### src/rtl/regfile_wb_arbiter_if.sv
// Write-back bus between the two result producers, the arbiter and the
// register-file write port.
interface regfile_wb_arbiter_if #(
  parameter int DATA_W = 32,
  parameter int ADDR_W = 5
);
  logic              req0_vld;
  logic [ADDR_W-1:0] req0_addr;
  logic [DATA_W-1:0] req0_data;
  logic              req0_rdy;

  logic              req1_vld;
  logic [ADDR_W-1:0] req1_addr;
  logic [DATA_W-1:0] req1_data;
  logic              req1_rdy;

  logic              wr_en;
  logic [ADDR_W-1:0] wr_addr;
  logic [DATA_W-1:0] wr_data;

  // Producers and the register file sit on the master side.
  modport master (
    output req0_vld, req0_addr, req0_data,
    output req1_vld, req1_addr, req1_data,
    input  req0_rdy, req1_rdy,
    input  wr_en, wr_addr, wr_data
  );

  modport slave (
    input  req0_vld, req0_addr, req0_data,
    input  req1_vld, req1_addr, req1_data,
    output req0_rdy, req1_rdy,
    output wr_en, wr_addr, wr_data
  );
endinterface

### src/rtl/regfile_wb_arbiter.sv
// Round-robin write-back arbiter for the 32-entry register file, with a
// pending-write scoreboard that stalls issue on in-flight source operands.
module regfile_wb_arbiter #(
  parameter int DATA_W = 32,
  parameter int ADDR_W = 5
) (
  input  logic                  clk,
  input  logic                  rst,
  regfile_wb_arbiter_if.slave   bus,
  input  logic                  iss_vld,
  input  logic [ADDR_W-1:0]     iss_rd,
  input  logic [ADDR_W-1:0]     chk_rs,
  input  logic [ADDR_W-1:0]     chk_rt,
  output logic                  stall,
  output logic [ADDR_W:0]       pend_cnt,
  output logic                  sb_err
);

  localparam int NREG = 1 << ADDR_W;

  logic              rr_last;   // 1: req1 won the last handshake
  logic [NREG-1:0]   sb_q;
  logic [NREG-1:0]   sb_d;
  logic              err_d;
  logic              wr_en_q;
  logic [ADDR_W-1:0] wr_addr_q;
  logic [DATA_W-1:0] wr_data_q;

  logic              gnt0;
  logic              gnt1;
  logic              hs;
  logic [ADDR_W-1:0] hs_addr;
  logic [DATA_W-1:0] hs_data;
  logic              clr;
  logic              set;
  logic              haz_rs;
  logic              haz_rt;

  // Grants look only at valids and rr_last; gated so rdy is low in reset.
  always_comb begin
    gnt0 = 1'b0;
    gnt1 = 1'b0;
    if (!rst) begin
      gnt0 = bus.req0_vld & (~bus.req1_vld | rr_last);
      gnt1 = bus.req1_vld & (~bus.req0_vld | ~rr_last);
    end
  end

  assign bus.req0_rdy = gnt0;
  assign bus.req1_rdy = gnt1;
  assign hs      = gnt0 | gnt1;
  assign hs_addr = gnt0 ? bus.req0_addr : bus.req1_addr;
  assign hs_data = gnt0 ? bus.req0_data : bus.req1_data;

  // NOTE: every variable gets its default before any branch, so no path
  // through the block leaves a value unassigned and no latch is inferred.
  always_comb begin
    sb_d  = sb_q;
    err_d = sb_err;
    clr   = hs && (hs_addr != '0);
    set   = iss_vld && (iss_rd != '0);
    if (clr) begin
      if (!sb_q[hs_addr]) err_d = 1'b1;
      sb_d[hs_addr] = 1'b0;
    end
    // Applied after the clear so a same-cycle set of the same bit wins.
    if (set) begin
      if (sb_q[iss_rd] && !(clr && (hs_addr == iss_rd))) err_d = 1'b1;
      sb_d[iss_rd] = 1'b1;
    end
  end

  // NOTE: state is updated with non-blocking assignments so every flop
  // samples the pre-edge values regardless of statement order.
  always_ff @(posedge clk or posedge rst) begin
    if (rst) begin
      rr_last   <= 1'b1;
      // NOTE: the scoreboard is a flop array feeding stall, not a RAM, so
      // it must be cleared by reset like any other control state.
      sb_q      <= '0;
      sb_err    <= 1'b0;
      wr_en_q   <= 1'b0;
      wr_addr_q <= '0;
      wr_data_q <= '0;
    end else begin
      sb_q   <= sb_d;
      sb_err <= err_d;
      if (hs) begin
        rr_last   <= gnt1;
        wr_en_q   <= (hs_addr != '0);
        wr_addr_q <= hs_addr;
        wr_data_q <= hs_data;
      end else begin
        wr_en_q <= 1'b0;
      end
    end
  end

  assign bus.wr_en   = wr_en_q;
  assign bus.wr_addr = wr_addr_q;
  assign bus.wr_data = wr_data_q;

  // The write landing this edge is also a hazard: the file's synchronous
  // read would still return the old value.
  always_comb begin
    haz_rs = (chk_rs != '0) && (sb_q[chk_rs] || (wr_en_q && (wr_addr_q == chk_rs)));
    haz_rt = (chk_rt != '0) && (sb_q[chk_rt] || (wr_en_q && (wr_addr_q == chk_rt)));
    stall  = haz_rs | haz_rt;
  end

  always_comb begin
    pend_cnt = '0;
    for (int i = 0; i < NREG; i++) begin
      pend_cnt = pend_cnt + (ADDR_W+1)'(sb_q[i]);
    end
  end

endmodule

### src/flat_wrapper.sv
// flat-port wrapper written by rule: the top's interface ports become plain ports
module regfile_wb_arbiter_flat 
#(
  parameter int DATA_W = 32,
  parameter int ADDR_W = 5
)
  (clk, rst, iss_vld, iss_rd, chk_rs, chk_rt, stall, pend_cnt, sb_err, bus_req0_vld, bus_req0_addr, bus_req0_data, bus_req1_vld, bus_req1_addr, bus_req1_data, bus_req0_rdy, bus_req1_rdy, bus_wr_en, bus_wr_addr, bus_wr_data);
  regfile_wb_arbiter_if #(.DATA_W(DATA_W), .ADDR_W(ADDR_W)) bus_i ();
  input  logic clk;
  input  logic rst;
  input  logic iss_vld;
  input  logic [ADDR_W-1:0] iss_rd;
  input  logic [ADDR_W-1:0] chk_rs;
  input  logic [ADDR_W-1:0] chk_rt;
  output logic stall;
  output logic [ADDR_W:0] pend_cnt;
  output logic sb_err;
  input wire logic [$bits(bus_i.req0_vld)-1:0] bus_req0_vld;
  input wire logic [$bits(bus_i.req0_addr)-1:0] bus_req0_addr;
  input wire logic [$bits(bus_i.req0_data)-1:0] bus_req0_data;
  input wire logic [$bits(bus_i.req1_vld)-1:0] bus_req1_vld;
  input wire logic [$bits(bus_i.req1_addr)-1:0] bus_req1_addr;
  input wire logic [$bits(bus_i.req1_data)-1:0] bus_req1_data;
  output wire logic [$bits(bus_i.req0_rdy)-1:0] bus_req0_rdy;
  output wire logic [$bits(bus_i.req1_rdy)-1:0] bus_req1_rdy;
  output wire logic [$bits(bus_i.wr_en)-1:0] bus_wr_en;
  output wire logic [$bits(bus_i.wr_addr)-1:0] bus_wr_addr;
  output wire logic [$bits(bus_i.wr_data)-1:0] bus_wr_data;
  assign bus_i.req0_vld = bus_req0_vld;
  assign bus_i.req0_addr = bus_req0_addr;
  assign bus_i.req0_data = bus_req0_data;
  assign bus_i.req1_vld = bus_req1_vld;
  assign bus_i.req1_addr = bus_req1_addr;
  assign bus_i.req1_data = bus_req1_data;
  assign bus_req0_rdy = bus_i.req0_rdy;
  assign bus_req1_rdy = bus_i.req1_rdy;
  assign bus_wr_en = bus_i.wr_en;
  assign bus_wr_addr = bus_i.wr_addr;
  assign bus_wr_data = bus_i.wr_data;
  regfile_wb_arbiter #(.DATA_W(DATA_W), .ADDR_W(ADDR_W)) u_core (.clk(clk), .rst(rst), .bus(bus_i), .iss_vld(iss_vld), .iss_rd(iss_rd), .chk_rs(chk_rs), .chk_rt(chk_rt), .stall(stall), .pend_cnt(pend_cnt), .sb_err(sb_err));
endmodule
### config.mk
export PLATFORM = sky130hd
export DESIGN_NAME = regfile_wb_arbiter_flat
export DESIGN_NICKNAME = d
export VERILOG_FILES = /design/src/rtl/regfile_wb_arbiter_if.sv /design/src/rtl/regfile_wb_arbiter.sv /design/src/flat_wrapper.sv
export SDC_FILE = /design/constraint.sdc
export NUM_CORES = 1
export LEC_CHECK = 0
export BUFFER_PORTS_ARGS = -buffer_cell sky130_fd_sc_hd__buf_4
export CORE_AREA = 4 4 125 127
export CTS_CLUSTER_SIZE = 10
export DETAILED_ROUTE_END_ITERATION = 10
export DIE_AREA = 0 0 129 131
export PLACE_DENSITY = 0.7
export SYNTH_ARGS = -nofsm -noshare
export SYNTH_HDL_FRONTEND = slang
export SYNTH_SLANG_ARGS = --single-unit
### constraint.sdc
create_clock -name clk -period 5.08 [get_ports clk]
set_input_delay 0.508 -clock clk [delete_from_list [all_inputs] [get_ports clk]]
set_output_delay 0.508 -clock clk [all_outputs]
set_load 0.02 [all_outputs]
# Word-level counts from Yosys, hierarchy flattened
# Cells that the tools add are included.
# totals
ff_bits	72
in_bits	94
output_inout_bits	48
word_cells	98
# classes
addsub	31
n_lt_le_gt_ge	6
eq_ne	3
n_mux	23
bitwise	12
reduce_logical	17
# op_table
op	count
$add 6x1->6	30
$mux 32	3
$and 32x32->32	1
$not 32->32	1
$or 32x32->32	1
$lt 5x6->1 const B	4
$bmux 1 s5	4
$reduce_bool 5->1	4
$eq 5x5->1	3
$mux 1	13
$demux 1 s5	2
$ge 5x1->1 const B	2
$logic_and 1x1->1	10
$mux 5	1
$or 1x1->1	4
$not 1->1	3
$add 1x1->2	1
$and 1x1->1	2
$logic_or 1x1->1	2
$logic_not 1->1	1

# Depth between registers and ports, before layout
# logic_depth
depth_word	31
ltp_mapped	18
ltp_nobuf	18

# Least setup slack after synthesis
# Ideal clock, no wire load.
# synth_path
path_kind	register -> output
startpoint	register u_core.sb_q[0]
endpoint	output port pend_cnt[4]
arrival_time_ns	4.988
required_time_ns	4.572
slack_ns	-0.416
path_stages_with_launch	15
path_buffers	0
path_cell_list	dfrtp_1 -> ha_1 -> inv_1 -> fa_1 -> fa_1 -> fa_1 -> fa_1 -> fa_1 -> fa_1 -> fa_1 -> fa_1 -> inv_1 -> a21o_1 -> a21oi_1 -> xnor2_1
# synth_between
elab_chain_len	31
# synth_lines
element	line	rtl
start: declaration	regfile_wb_arbiter.sv:22	logic [NREG-1:0] sb_q;
start signal: assignment	regfile_wb_arbiter.sv:80	sb_q <= '0;
start signal: assignment	regfile_wb_arbiter.sv:86	sb_q <= sb_d;
$add 1x1->2	regfile_wb_arbiter.sv:114	pend_cnt = pend_cnt + (ADDR_W+1)'(sb_q[i]);
$add 6x1->6 (30 in series)	regfile_wb_arbiter.sv:114	
end: declaration	flat_wrapper.sv:16	output logic [ADDR_W:0] pend_cnt;
# Every way passes these cells.

# Final worst setup path
# layout_path
startpoint	register u_core.sb_q[1]
endpoint	output port pend_cnt[4]
# Same word-level chain as after synthesis.

==> qor.yml <==
status: "finished, violations left"
violations: "setup timing"
tightest_slew_ps: 949.1
hpwlAfterDp_mm: 13.66
gr-total-overflow: 0
dp_slack_ps: -231.4
slew_headroom_pct: 36.73
die_h_microns: 131
end_kind: "output pin"
cp-start-kind: "register"
htreeDepth: 3
nNetsFinal: 878
cp_slowest_stage_delay_ps: 540
syn_to_final_growth_pct: 32.29
cp_max_fo: 2
grt_pass1_vias: 5039
final.setup.tns_ps: -2370
path_clk_slew_ps: 60
dr_total_vias: 5284
grt_use_met2_pct: 32.32
grt_max_degree: 74
crit_type: "reg2out"
start_util_pct: 37.77
clock_skew_ps: 11.07
die_area_sq_um: 16900
ant_nets: 0
async_flop_share_pct: 100.0
finalCritPeriodShare_pct: 112.3
rsz0062_at_grt: "true"
min-delay-path-class: "in2reg"
avgSynthCellArea_sq_um: 9.005
synth-edff-count: 0
slew_viol_final: 0
grt_pass1_wl_mm: 27.28
crit_chain: "ha_4, inv_2, fa_1, fa_1, fa_1, fa_1, fa_1, fa_1, fa_2, fa_2, inv_1, a21o_1, a21oi_2, xnor2_2, buf_4"
drc_errors: 0
hold_viol: 0
maxCapViolations: 0
use_met3_pct: 4.797
clk_path_buf_depth: 2
cts-hold-fix-buffers: 0
clock_latency_ps: 340
min_period_ps: 5705
final_layout_size_suffix_gt1_share_pct: 31.31
place_congestion: 1.020
slowest_stage: "fa_1"
final_util_pct: 49.97
drtIter0Drc: 552
fin_area_sq_um: 7207
synth_sequential_area_ratio_pct: 33.10
wl_per_cell_microns: 19.45
synth_flop_cell: "dfrtp_1"
grt_antenna_before_repair: 0
synth_cell_types: 55
cts-root-buf: "clkbuf_16"
max_freq_ghz: 0.1753
synth_fp_nets: 731
row_count: 44
cp.required_ps: 4570
syn_area_sq_um: 5448
vias_per_cell: 5.615
die_w_microns: 129
layout_common_cells: "buf_4 (170), nand2_1 (87), dfrtp_1 (71), o21ai_0 (70), nor2_1 (48)"
ios: 142
postSynthCellCount: 605
grtUsageTotal_pct: 21.00
crit_path_frequent_cell: "fa_1"
numCtsBuffers: 9
cts_tree: "built"
port_buffers: 141
coreArea_sq_um: 14420
crit_arrival_ps: 5200
cp_top_family: "adder cells"
worst_slack_ps: -624.7
final-setup-viol-count: 6
placed_area_sq_um: 6834
ys_warn_count: 0
cts_sinks: 72
critPathBufInv: 3
use_met1_pct: 28.26
routed_wl_mm: 18.30
layout_commonest_cell: "buf_4"
firstDrtPassIters: 5
synth-seq-cells: 72
grt.busiest_layer: "met2"
diodes: 0
## cells in the mapped netlist, types with 3 or more instances
cell / number / area [sq um]
mux2_2: 5 / 56.30
or4_1: 3 / 22.52
nor3b_1: 4 / 30.03
xnor2_1: 10 / 87.58
nand2_1: 87 / 326.6
nand3b_1: 6 / 45.04
nand2b_1: 5 / 31.28
o22ai_1: 6 / 37.54
nand3_1: 16 / 80.08
nand4_1: 3 / 18.77
nor2_1: 49 / 183.9
mux2i_1: 13 / 130.1
dfrtp_1: 71 / 1777
fa_1: 24 / 480.5
o31ai_1: 3 / 22.52
nor3_1: 8 / 40.04
buf_2: 9 / 45.04
buf_1: 3 / 11.26
mux4_2: 23 / 518.0
nor4_1: 5 / 31.28
nor2b_1: 4 / 25.02
ha_1: 8 / 100.1
inv_1: 48 / 180.2
a31oi_1: 40 / 250.2
a21oi_1: 8 / 40.04
and3_1: 5 / 31.28
a2111oi_0: 3 / 26.28
xor2_1: 10 / 87.58
o21ai_0: 71 / 355.3
clkbuf_1: 25 / 93.84
## final cells by class
cell class	count	area, sq um
inverters	49	183.9
clock inverters	6	90.09
clock buffers	10	229.0
multi-input cells	446	3349
well taps	184	230.2
repair buffers	174	1321
fillers	1362	7217
flip-flops and latches	72	1803
## per-layer routing
metal / vias to the layer above / share of wire, %
li1: 2437 / -
met1: 2533 / 39
met2: 259 / 48
met3: 55 / 9.2
met4: 0 / 3.5
met5: - / 0
## registers in the layout (all words and copies together) (netlist names)
name                cells
u_core.bus.wr_en        1
u_core.bus.wr_addr      5
u_core.rr_last          1
u_core.sb_q            32
u_core.sb_err           1
u_core.bus.wr_data     32
## kinds of logic (layout without fill, tap and decap cells)
group           count (synthesis)  in the layout  share of synthesized area (%)
compound gates                149            149                          16.49
buf+inv                        87            239                          6.270
fa+ha+maj                      32             32                          10.66
simple gates                  203            203                          17.09
flops                          72             72                          33.10
xor+xnor                       20             20                          3.215
mux                            42             42                          13.18
## repair_timing
| item | 4_1_cts | 5_1_grt |
|---|---|---|
| buffers inserted | 1 | 2 |
| gates resized for setup | 7 | 5 |
| setup endpoints to repair | 6 | 6 |
| pin swaps | 1 | 3 |
## worst register-to-register path: cells and delay by family, from the launching register on
family                 cells  cell delay, ps
muxes                      1             620
buffers and inverters      3             720
and+or+nand+nor            3             660
DFF                        1             560
AOI/OAI and AO/OA          3             860
## metrics by stage
| stage | std cells | hold WS [ps] |
|---|---|---|
| floorplan | 605 | 474.8 |
| global placement | 923 | 502.5 |
| detailed placement | 923 | 507.0 |
| CTS | 940 | 413.6 |
| global route | 941 | 414.2 |
| finish | 941 | 419.0 |
## path summary, 6_finish.rpt
path                                   start                endpoint  slack, ps  cells past startpoint
min in group asynchronous                rst  u_core.bus.wr_data[16]        510                      3
hold / removal             bus_req0_data[15]  u_core.bus.wr_data[15]        420                      3
max in group asynchronous                rst          u_core.sb_q[5]       3960                      3
setup reg to reg              u_core.rr_last           u_core.sb_err       1500                     10
setup / recovery              u_core.sb_q[1]             pend_cnt[4]       -620                     15
hold reg to reg               u_core.rr_last          u_core.rr_last        510                      2
Power is not shown: default switching activity piles up to over one toggle a cycle in this logic, so the estimate is an artifact.
